File: config.mk
export PLATFORM = sky130hd
export DESIGN_NAME = vrp_dispatch
export DESIGN_NICKNAME = d
export VERILOG_FILES = /design/src/rtl/vrp_dispatch.sv
export SDC_FILE = /design/constraint.sdc
export NUM_CORES = 1
export LEC_CHECK = 0
export BUFFER_PORTS_ARGS = -buffer_cell sky130_fd_sc_hd__buf_2
export CORE_MARGIN = 2
export CORE_UTILIZATION = 55
export DETAILED_ROUTE_END_ITERATION = 10
export MAX_ROUTING_LAYER = met4
export PLACE_DENSITY = 0.87
export SYNTH_ARGS = -nofsm -noshare
export SYNTH_HDL_FRONTEND = slang
export SYNTH_SLANG_ARGS = --single-unit
export TNS_END_PERCENT = 100
File: constraint.sdc
create_clock -name clk -period 6.6 [get_ports clk]
set_clock_uncertainty 0.05 [all_clocks]
set_input_delay 0.99 -clock clk [delete_from_list [all_inputs] [get_ports clk]]
set_output_delay 0.99 -clock clk [all_outputs]
set_load 0.02 [all_outputs]
File: src/rtl/vrp_dispatch.sv
// Valid-ready 1:WIDTH demultiplexer steered by dst_s; each lane owns a
// 2-entry FIFO so lane outputs are registered and rdy_s never sees v_rdy_m.
module vrp_dispatch #(
  parameter int WIDTH     = 8,
  parameter int PLD_WIDTH = 32,
  parameter int ID_WIDTH  = $clog2(WIDTH)
) (
  input  logic                 clk,
  input  logic                 rst,
  input  logic                 vld_s,
  input  logic [PLD_WIDTH-1:0] pld_s,
  input  logic [ID_WIDTH-1:0]  dst_s,
  output logic                 rdy_s,
  output logic [WIDTH-1:0]     v_vld_m,
  output logic [PLD_WIDTH-1:0] v_pld_m [WIDTH-1:0],
  input  logic [WIDTH-1:0]     v_rdy_m,
  output logic                 err_drop
);

  localparam logic [ID_WIDTH:0] NUM_LANES = (ID_WIDTH + 1)'(WIDTH);

  logic             dst_ok;
  logic             fire_s;
  logic [WIDTH-1:0] lane_sel;
  logic [WIDTH-1:0] lane_full;
  logic             err_drop_q;
  logic             err_drop_d;

  assign dst_ok = ({1'b0, dst_s} < NUM_LANES);

  // Only registered lane counts feed ready; a popping lane does not free space this cycle.
  always_comb begin
    rdy_s      = ~rst & (~dst_ok | ~|(lane_sel & lane_full));
    fire_s     = vld_s & rdy_s;
    err_drop_d = fire_s & ~dst_ok;
  end

  always_ff @(posedge clk) begin
    if (rst) begin
      err_drop_q <= 1'b0;
    end else begin
      err_drop_q <= err_drop_d;
    end
  end

  assign err_drop = err_drop_q;

  for (genvar gi = 0; gi < WIDTH; gi++) begin : g_lane
    logic [1:0]           cnt_q;
    logic [1:0]           cnt_d;
    logic [1:0]           wr_slot;
    logic [PLD_WIDTH-1:0] slot0_q;
    logic [PLD_WIDTH-1:0] slot1_q;
    logic                 push;
    logic                 pop;

    assign lane_sel[gi]  = dst_ok && (dst_s == ID_WIDTH'(gi));
    assign lane_full[gi] = (cnt_q == 2'd2);
    assign push          = fire_s & lane_sel[gi];
    assign pop           = v_vld_m[gi] & v_rdy_m[gi];

    always_comb begin
      cnt_d   = cnt_q;
      wr_slot = pop ? (cnt_q - 2'd1) : cnt_q;
      if (push && !pop) begin
        cnt_d = (cnt_q == 2'd2) ? 2'd2 : (cnt_q + 2'd1);
      end else if (pop && !push) begin
        cnt_d = (cnt_q == 2'd0) ? 2'd0 : (cnt_q - 2'd1);
      end
    end

    always_ff @(posedge clk) begin
      if (rst) begin
        cnt_q <= 2'd0;
      end else begin
        cnt_q <= cnt_d;
      end
    end

    // Payload storage is deliberately left out of reset.
    always_ff @(posedge clk) begin
      if (push && wr_slot == 2'd0) begin
        slot0_q <= pld_s;
      end else if (pop) begin
        slot0_q <= slot1_q;
      end
      if (push && wr_slot == 2'd1) begin
        slot1_q <= pld_s;
      end
    end

    assign v_vld_m[gi] = (cnt_q != 2'd0);
    assign v_pld_m[gi] = slot0_q;

    a_no_push_full : assert property (@(posedge clk) disable iff (rst)
      !(push && cnt_q == 2'd2));
    a_no_pop_empty : assert property (@(posedge clk) disable iff (rst)
      !(pop && cnt_q == 2'd0));
  end

endmodule

==> summary by stage, run 1 <==
CTS
Clock-pin slew was measured on the worst setup and hold paths at 0.06 ns. The number of sinks handled by clock tree synthesis is 528. The number of gates resized after CTS was 0.

The master cell of the clock root buffer is sky130_fd_sc_hd__clkbuf_16. The number of hold-repair buffers added at the cts stage is 0. The number of clock buffers added by TritonCTS is 50. The buffer count from post-CTS setup fixing is 0. The TritonCTS clock tree is yes.

The later pin in the worst-skew pair is clocked with a latency of 0.58 ns. The H-tree level count is 2. The maximum clock path buffer count is 3.

Critical path
STA classifies the critical path endpoint as a register. STA puts the critical path data required time at 6.81 ns. Of all nets on the critical path, the largest fanout is 17. The setup path with the least slack is of type reg2reg. The startpoint type of the worst setup path is a register. The worst setup slack for register-to-register paths is 3.22 ns. At the worst endpoint, the arrival time is 3.59 ns.

Power
The total power of the final layout is 7.66 mW. The peak supply drop is 389 uV. For this design the static power due to leakage is 8.85 nW. For this design the ratio of total power to cell area is 315 mW/mm2.

Routing
After detailed routing, the average wire length per cell comes to 25.4 um. After detailed routing, the number of remaining DRC violations is 0. The initial detailed-routing violation count is 849. Summed over all layers, the routed wires come to 47,900 um. The count of nets left with antenna violations once routing finished came out at 0.

The detailed router put a total of 19,300 um of wire on met1. The post-detailed-route via-to-cell ratio is 5.80. The first TritonRoute pass finished after 5 iterations. The highest layer touched by signal routing is met4.

Summed over all nets, wire length on met3 after detailed routing comes to 4240 um. The detailed route wirelength on metal2 is 23,100 um. The via total after detailed routing is 10.9k.

Global routing
Entering global routing, the biggest net connects 33 pins. The overall fraction of global-route tracks in use is 0.254. The first global-routing pass estimated 69,500 um of wire. The number of antenna violations at the first check in global routing is 0. The remaining global-route overflow is 0. The via count of the first global-routing pass is 11.1k.

Die
The die width is 197 um. The initialized floorplan defines 70 standard-cell rows. From bottom edge to top edge, the die measures 197 um.

In this run the count of I/O pins placed on the die edge is 312. The core region is 0.0366 mm2. For this configuration, the core starts out at a cell density of 0.559.

The die footprint is 0.0388 mm2.

STA
The final total negative setup slack is 0 ns. The number of max-slew violations in the final report is 0. Static timing analysis puts the maximum clock frequency at 0.296 GHz.

Setup slack closes at 3.22 ns. In the finished design, the share of the clock period the worst path needs comes to 0.512. Setup violations remaining at the end of the flow were counted as 0. The tightest slew margin relative to the limit is 0.153. The worst path needs 3.38 ns of the cycle, external delays included. The number of endpoints with negative hold slack in the final report is 0. Setup repair after global routing left no endpoint under its margin. The transition at the pin with the smallest max-transition slack is 1.27 ns.

Synthesis
The count of synthesis-stage warnings from yosys is 0. The cell count after synthesis is 1,030. The area of the mapped netlist is 0.0205 mm2. A synthesized cell averages 19.9 um2.

When the netlist entered floorplanning its net count stood at 1,116. The share of the Yosys chip area taken by registers is 0.767. The fraction of registers with async set or reset after synthesis is 0. The number of flops mapped to enable cells by yosys is 512. The netlist uses 46 different library cells.

The synthesized design contains 528 register bits. The main flop type after synthesis is sky130_fd_sc_hd__edfxtp_1.

Placed design
Summed over all nets, the half-perimeter wirelength after detailed placement is 29,500 um. The port buffer count is 310. The routability congestion estimate from global placement is 0.771. The setup slack at placement is 2.67 ns.

Layout
The utilization of the core after routing is 0.665. The count of filler cells inserted in the layout is 2,350. The number of antenna repair diodes is 0. The number of nets at the end of the flow is 1,465. The post-synthesis to final-layout area growth is 18.9%.

The share of post-route cells with drive strength above 1 is 0.481.

Worst hold path
The path class of the tightest hold or removal check is reg2reg.

Run
Across the run, the number of max-cap violations was 0.

Run status
The run finished with clean final reports.
-- cell families (layout without fill, tap and decap cells) --
logic type / Yosys count / after routing / synth area share
DFF: 528 / 528 / 0.767
other: 1 / 1 / 0.000183
buffers and inverters: 69 / 455 / 0.0180
and+or+nand+nor: 73 / 73 / 0.0216
adders and majority gates: 40 / 40 / 0.0244
muxes: 260 / 260 / 0.148
AOI/OAI and AO/OA: 59 / 59 / 0.0210
-- path summary, 6_finish.rpt --
kind                               from                    end  cells after the start
setup / recovery     g_lane[0].cnt_q[0]   g_lane[0].slot0_q[0]                      6
hold / removal    g_lane[0].slot1_q[26]  g_lane[0].slot0_q[26]                      1
setup reg to reg     g_lane[0].cnt_q[0]   g_lane[0].slot0_q[0]                      6
hold reg to reg   g_lane[0].slot1_q[26]  g_lane[0].slot0_q[26]                      1
-- layer usage --
layer | vias up | track usage
li1 | 4758 | -
met1 | 5613 | 0.324
met2 | 480 | 0.401
met3 | 74 | 0.0734
met4 | 0 | 0.0710
met5 | - | -
-- worst max-delay path, stage by stage (launching register included) --
cell and delay (ns):
sky130_fd_sc_hd__dfxtp_1 0.48, sky130_fd_sc_hd__inv_1 0.19, sky130_fd_sc_hd__ha_1 0.24, sky130_fd_sc_hd__and2b_2 0.20, sky130_fd_sc_hd__or4_4 0.54, sky130_fd_sc_hd__o31ai_4 0.88
sky130_fd_sc_hd__buf_4 0.44
-- cells in the mapped netlist, types with 4 or more instances --
cell type	instances	share of area
sky130_fd_sc_hd__mux2_4	30	0.022
sky130_fd_sc_hd__clkbuf_1	4	0.00073
sky130_fd_sc_hd__nor3_1	9	0.0022
sky130_fd_sc_hd__mux2_2	223	0.12
sky130_fd_sc_hd__nor2b_1	20	0.0061
sky130_fd_sc_hd__a211oi_1	32	0.012
sky130_fd_sc_hd__buf_6	4	0.0022
sky130_fd_sc_hd__a31oi_1	8	0.0024
sky130_fd_sc_hd__and3_1	8	0.0024
sky130_fd_sc_hd__nand2b_1	5	0.0015
sky130_fd_sc_hd__ha_1	40	0.024
sky130_fd_sc_hd__nand3_1	8	0.0020
sky130_fd_sc_hd__edfxtp_1	512	0.75
sky130_fd_sc_hd__nor2_1	9	0.0016
sky130_fd_sc_hd__mux2_1	4	0.0022
sky130_fd_sc_hd__inv_1	37	0.0068
sky130_fd_sc_hd__o31ai_1	8	0.0029
sky130_fd_sc_hd__buf_2	15	0.0037
sky130_fd_sc_hd__dfxtp_1	16	0.016
-- layout make-up --
type | instances | area (um2) | share of cell area
Multi-Input combinational cell | 433 | 4650 | 0.191
Inverter | 40 | 151 | 0.00622
Clock inverter | 26 | 259 | 0.0106
Tap cell | 468 | 586 | 0.0240
Sequential cell | 528 | 15700 | 0.645
Clock buffer | 63 | 1330 | 0.0547
Timing Repair Buffer | 326 | 1670 | 0.0687
-- cells in the final DEF (no fill, tap or decap), types with 3 or more instances in the layout --
cell type	n
sky130_fd_sc_hd__buf_4	16
sky130_fd_sc_hd__o21ai_4	5
sky130_fd_sc_hd__mux2_4	30
sky130_fd_sc_hd__bufinv_16	5
sky130_fd_sc_hd__edfxtp_1	512
sky130_fd_sc_hd__nand3_1	8
sky130_fd_sc_hd__o31ai_4	8
sky130_fd_sc_hd__clkinv_2	10
sky130_fd_sc_hd__clkbuf_1	11
sky130_fd_sc_hd__ha_1	40
sky130_fd_sc_hd__and3_1	8
sky130_fd_sc_hd__a211oi_1	32
sky130_fd_sc_hd__clkbuf_16	51
sky130_fd_sc_hd__nand2b_1	5
sky130_fd_sc_hd__dfxtp_1	16
sky130_fd_sc_hd__buf_2	310
sky130_fd_sc_hd__a21oi_4	4
sky130_fd_sc_hd__a31oi_1	8
sky130_fd_sc_hd__mux2i_1	3
sky130_fd_sc_hd__mux2_1	4
sky130_fd_sc_hd__nor3_1	9
sky130_fd_sc_hd__nor2b_1	20
sky130_fd_sc_hd__mux2_2	223
sky130_fd_sc_hd__inv_1	37
sky130_fd_sc_hd__nor2_4	7
sky130_fd_sc_hd__clkinv_1	8
-- state kept, by name, indices dropped and copies added, names as in the netlist --
| register | count |
|---|---|
| g_lane.cnt_q | 16 |
| g_lane.slot0_q | 256 |
| g_lane.slot1_q | 256 |
-- where the power goes --
group          leakage, nW  internal, mW  total, mW  switching, mW
sequential            4.77          3.89       3.98         0.0895
combinational         3.30         0.238      0.862          0.625
clock                0.780          1.62       2.82           1.20
total                 8.85          5.75       7.66           1.91
-- per-stage QoR --
step           hold slack (ns)  std cells  area, um2
6_report                 0.493       1884      24300
5_1_grt                  0.494       1884      24300
3_3_place_gp             0.457       1795      22800
2_1_floorplan            0.451       1030      20500
3_5_place_dp             0.481       1795      22800
4_1_cts                  0.495       1884      24300
Power figures use the tool's default switching activity.
==> run 2: changes to the inputs <==
CORE_UTILIZATION = 51   (was 55)
PLACE_DENSITY = 0.85   (was 0.87)
clock period = 2.9 ns   (was 6.6 ns; I/O delays follow)
==> summary by stage, run 2 (synthesis results as in run 1) <==
Critical path
The startpoint type of the worst setup path is a register. The required arrival time at the worst endpoint is 2.41 ns. The endpoint kind of the worst setup timing path is an output port. Among all stages on the critical path, the largest delay is contributed by sky130_fd_sc_hd__dfxtp_1. STA puts the critical path data arrival time at 2.23 ns.

The delay of the slowest cell on the worst path is 0.43 ns. The maximum fanout count along the critical path is 6. The top cell family by delay on the critical path is flip-flops. The worst setup slack for register-to-register paths is 0.19 ns.

In this run the worst setup path begins at g_lane[5].cnt_q[0]. In this run the critical register-to-register path is launched from g_lane[5].cnt_q[0]. The worst setup path is of the reg2out kind.

The cell count of the worst reg-to-reg path is 8. Walking the worst path, the cells encountered are inv_1 -> ha_1 -> mux2_2 -> mux2i_1 -> o22ai_1 -> nor2_1 -> buf_2. Together, buffers and inverters on the worst path number 2. The capture point of the worst reg-to-reg path is g_lane[1].slot0_q[28].

Power
The share of total power dissipated in combinational logic is 0.116. Of the total power, the share spent switching nets is 0.252. For this design the static power due to leakage is 9.07 nW. The design internal power is 13.1 mW. The analysis attributes to net switching a power of 4.40 mW. The proportion of power drawn by flip-flops and latches is 0.517.

For this design the ratio of total power to cell area is 704 mW/mm2. The share of total power in the clock network is 0.366. The worst-case IR drop observed on VDD is 645 uV.

Die
For this configuration, the core starts out at a cell density of 0.517. In this run the core area contains 73 standard-cell rows. In this run the vertical extent of the chip is 204 um. The number of top-level design ports is 312. The area of the core is 0.0396 mm2. The die footprint is 0.0418 mm2.

The die width is 204 um.

STA
Dividing the final minimum period by the clock period gives 0.938. Setup violations remaining at the end of the flow were counted as 0. The number of max-slew violations in the final report is 0. Subtracting the final worst setup slack from the clock period gives 2.72 ns.

The fmax is 0.368 GHz. Setup repair after global routing left no endpoint under its margin. The number of endpoints with negative hold slack in the final report was 0.

CTS
TritonCTS created 52 clock buffers. TritonCTS built the clock tree. The cell sitting at the root of the clock tree is a sky130_fd_sc_hd__clkbuf_16. After clock tree synthesis, the flow added hold-fix buffers numbering 0.

The number of sinks handled by clock tree synthesis is 528. Counting along the longest clock path gives a buffer depth of 3. In this run the number of H-tree levels came out at 2. For the worst-skew pair, the clock arrives at the later sink with an insertion delay of 0.59 ns. After clock tree synthesis, the clock-pin slew on the worst setup and hold paths is 0.06 ns.

Routing
In the detailed route, the total length drawn on met2 is 24,000 um. The wire length per cell is 24.6 um. The total wirelength of the detailed-routed design is 48,800 um.

The number of remaining DRC errors is 0. Detailed routing inserted a total of 11.1k vias. After detailed routing, the number of vias per cell comes to 5.58. The first detailed-routing pass ran for 5 iterations.

The detailed router put a total of 19,900 um of wire on met1. The post-detailed-route count of antenna-violating nets is 0. Summed over all nets, wire length on met3 after detailed routing comes to 3840 um.

The first routing iteration left 834 violations. The detailed router used layers up to and including met4.

Layout
Counting the fill cells in the layout gives 2,700. Summing all multi-input logic gate instances after layout gives 0.00465 mm2. The most frequent standard cell in the layout excluding fill and tap cells is sky130_fd_sc_hd__edfxtp_1. The area growth from synthesis to layout is 21.2%. For this run, the share of the core covered by cells in the final layout is 0.626. The number of non-filler instances in the completed layout is 1,986. The library cells used most frequently in the layout, excluding fill and tap cells, are sky130_fd_sc_hd__edfxtp_1 (512), sky130_fd_sc_hd__buf_2 (310), sky130_fd_sc_hd__mux2_2 (223). In the final layout, the registers with the most flip-flops are g_lane.slot0_q: 256 flops, g_lane.slot1_q: 256 flops, g_lane.cnt_q: 16 flops. The register area is 0.0157 mm2. The number of nets at the end of the flow is 1,504. The share of post-route cells with drive strength above 1 is 0.494.

Global routing
The first global-routing pass estimated 70,800 um of wire. The pin count of the biggest net entering global routing is 33. The number of antenna violations at the first check in global routing was 1. The total overflow left after global routing is 0. The overall fraction of global-route tracks in use is 0.238. The via count of the first global-routing pass is 11.2k.

Run
Across the run, the number of max-cap violations was 0.

Run status
The flow ran to the end, and the final reports show no timing, DRC or antenna violations.

Placed design
Detailed placement finished with a half-perimeter wire length of 32,000 um. The port buffer count is 310. The total placed cells including tap cells is 1,885. The congestion estimate from routability-driven global placement came to 0.843.

Worst hold path
Counting instances, the worst hold path has a depth of 1. The startpoint identified for the worst hold timing path is pld_s[18]. The worst hold path terminates at g_lane[4].slot1_q[18].

The class of the most critical hold timing path is in2reg.
-- run 2: changes by cell type in the layout (fill, tap and decap cells not counted), moves of 3 or more --
cell                        change
sky130_fd_sc_hd__buf_4         +30
sky130_fd_sc_hd__buf_12         +7
sky130_fd_sc_hd__clkbuf_1       +6
sky130_fd_sc_hd__bufinv_16      -3
sky130_fd_sc_hd__clkbuf_16      +3
-- run 2: worst register-to-register path, stage by stage, from the launching register on --
cell and delay (ns):
sky130_fd_sc_hd__dfxtp_1 0.43, sky130_fd_sc_hd__inv_1 0.15, sky130_fd_sc_hd__ha_1 0.23, sky130_fd_sc_hd__mux2_2 0.27
sky130_fd_sc_hd__or4b_4 0.57, sky130_fd_sc_hd__clkinv_2 0.10, sky130_fd_sc_hd__o21ai_4 0.06, sky130_fd_sc_hd__buf_12 0.21
sky130_fd_sc_hd__mux2_4 0.36
-- run 2: power groups by stage --
stage	Combinational [mW]	Sequential, mW	Clock (mW)
2_1_floorplan	0.695	9.58	0
3_3_place_gp	1.97	9.17	0
3_5_place_dp	2.02	9.19	0
4_1_cts	2.04	9.03	6.49
5_1_grt	2.15	9.06	6.79
6_report	2.03	9.03	6.40
-- run 2: what timing repair did --
action,in CTS,in global routing
buffers inserted,0,4
resized for setup,0,1
setup endpoints to repair,0,19
-- run 2: through the flow --
stage               hold slack, ns  setup TNS [ns]  cell area, um2  total power [mW]  setup slack [ns]
floorplan                    0.451          -22.07           20600              10.3            -0.378
global placement             0.461               0           23200              11.1             0.219
detailed placement           0.463               0           23200              11.2            0.0509
CTS                          0.160               0           24800              17.6            0.0267
global route                 0.169               0           24800              18.0            0.0701
finish                       0.186               0           24800              17.5             0.180
-- run 2: layout make-up --
| type | count | share of cell area |
|---|---|---|
| multi-input cells | 433 | 0.188 |
| clock buffers | 72 | 0.0576 |
| inverters | 40 | 0.00610 |
| clock inverters | 24 | 0.00761 |
| diodes | 1 | 0.000101 |
| repair buffers | 363 | 0.0821 |
| flip-flops and latches | 528 | 0.632 |
| well taps | 525 | 0.0265 |
-- run 2: worst max path at each step --
stage,cells past startpoint,endpoint,slack [ns]
2_1_floorplan,3,g_lane[4].slot0_q[0],-0.38
3_3_place_gp,6,g_lane[4].slot0_q[28],0.22
3_5_place_dp,7,g_lane[4].slot0_q[30],0.05
4_1_cts,7,g_lane[4].slot0_q[30],0.03
5_1_grt,7,rdy_s,0.07
6_report,7,rdy_s,0.18
-- run 2: metal layers --
layer	GRT usage	vias up
li1	-	4827
met1	0.308	5649
met2	0.384	522
met3	0.0536	78
met4	0.0644	0
met5	-	-
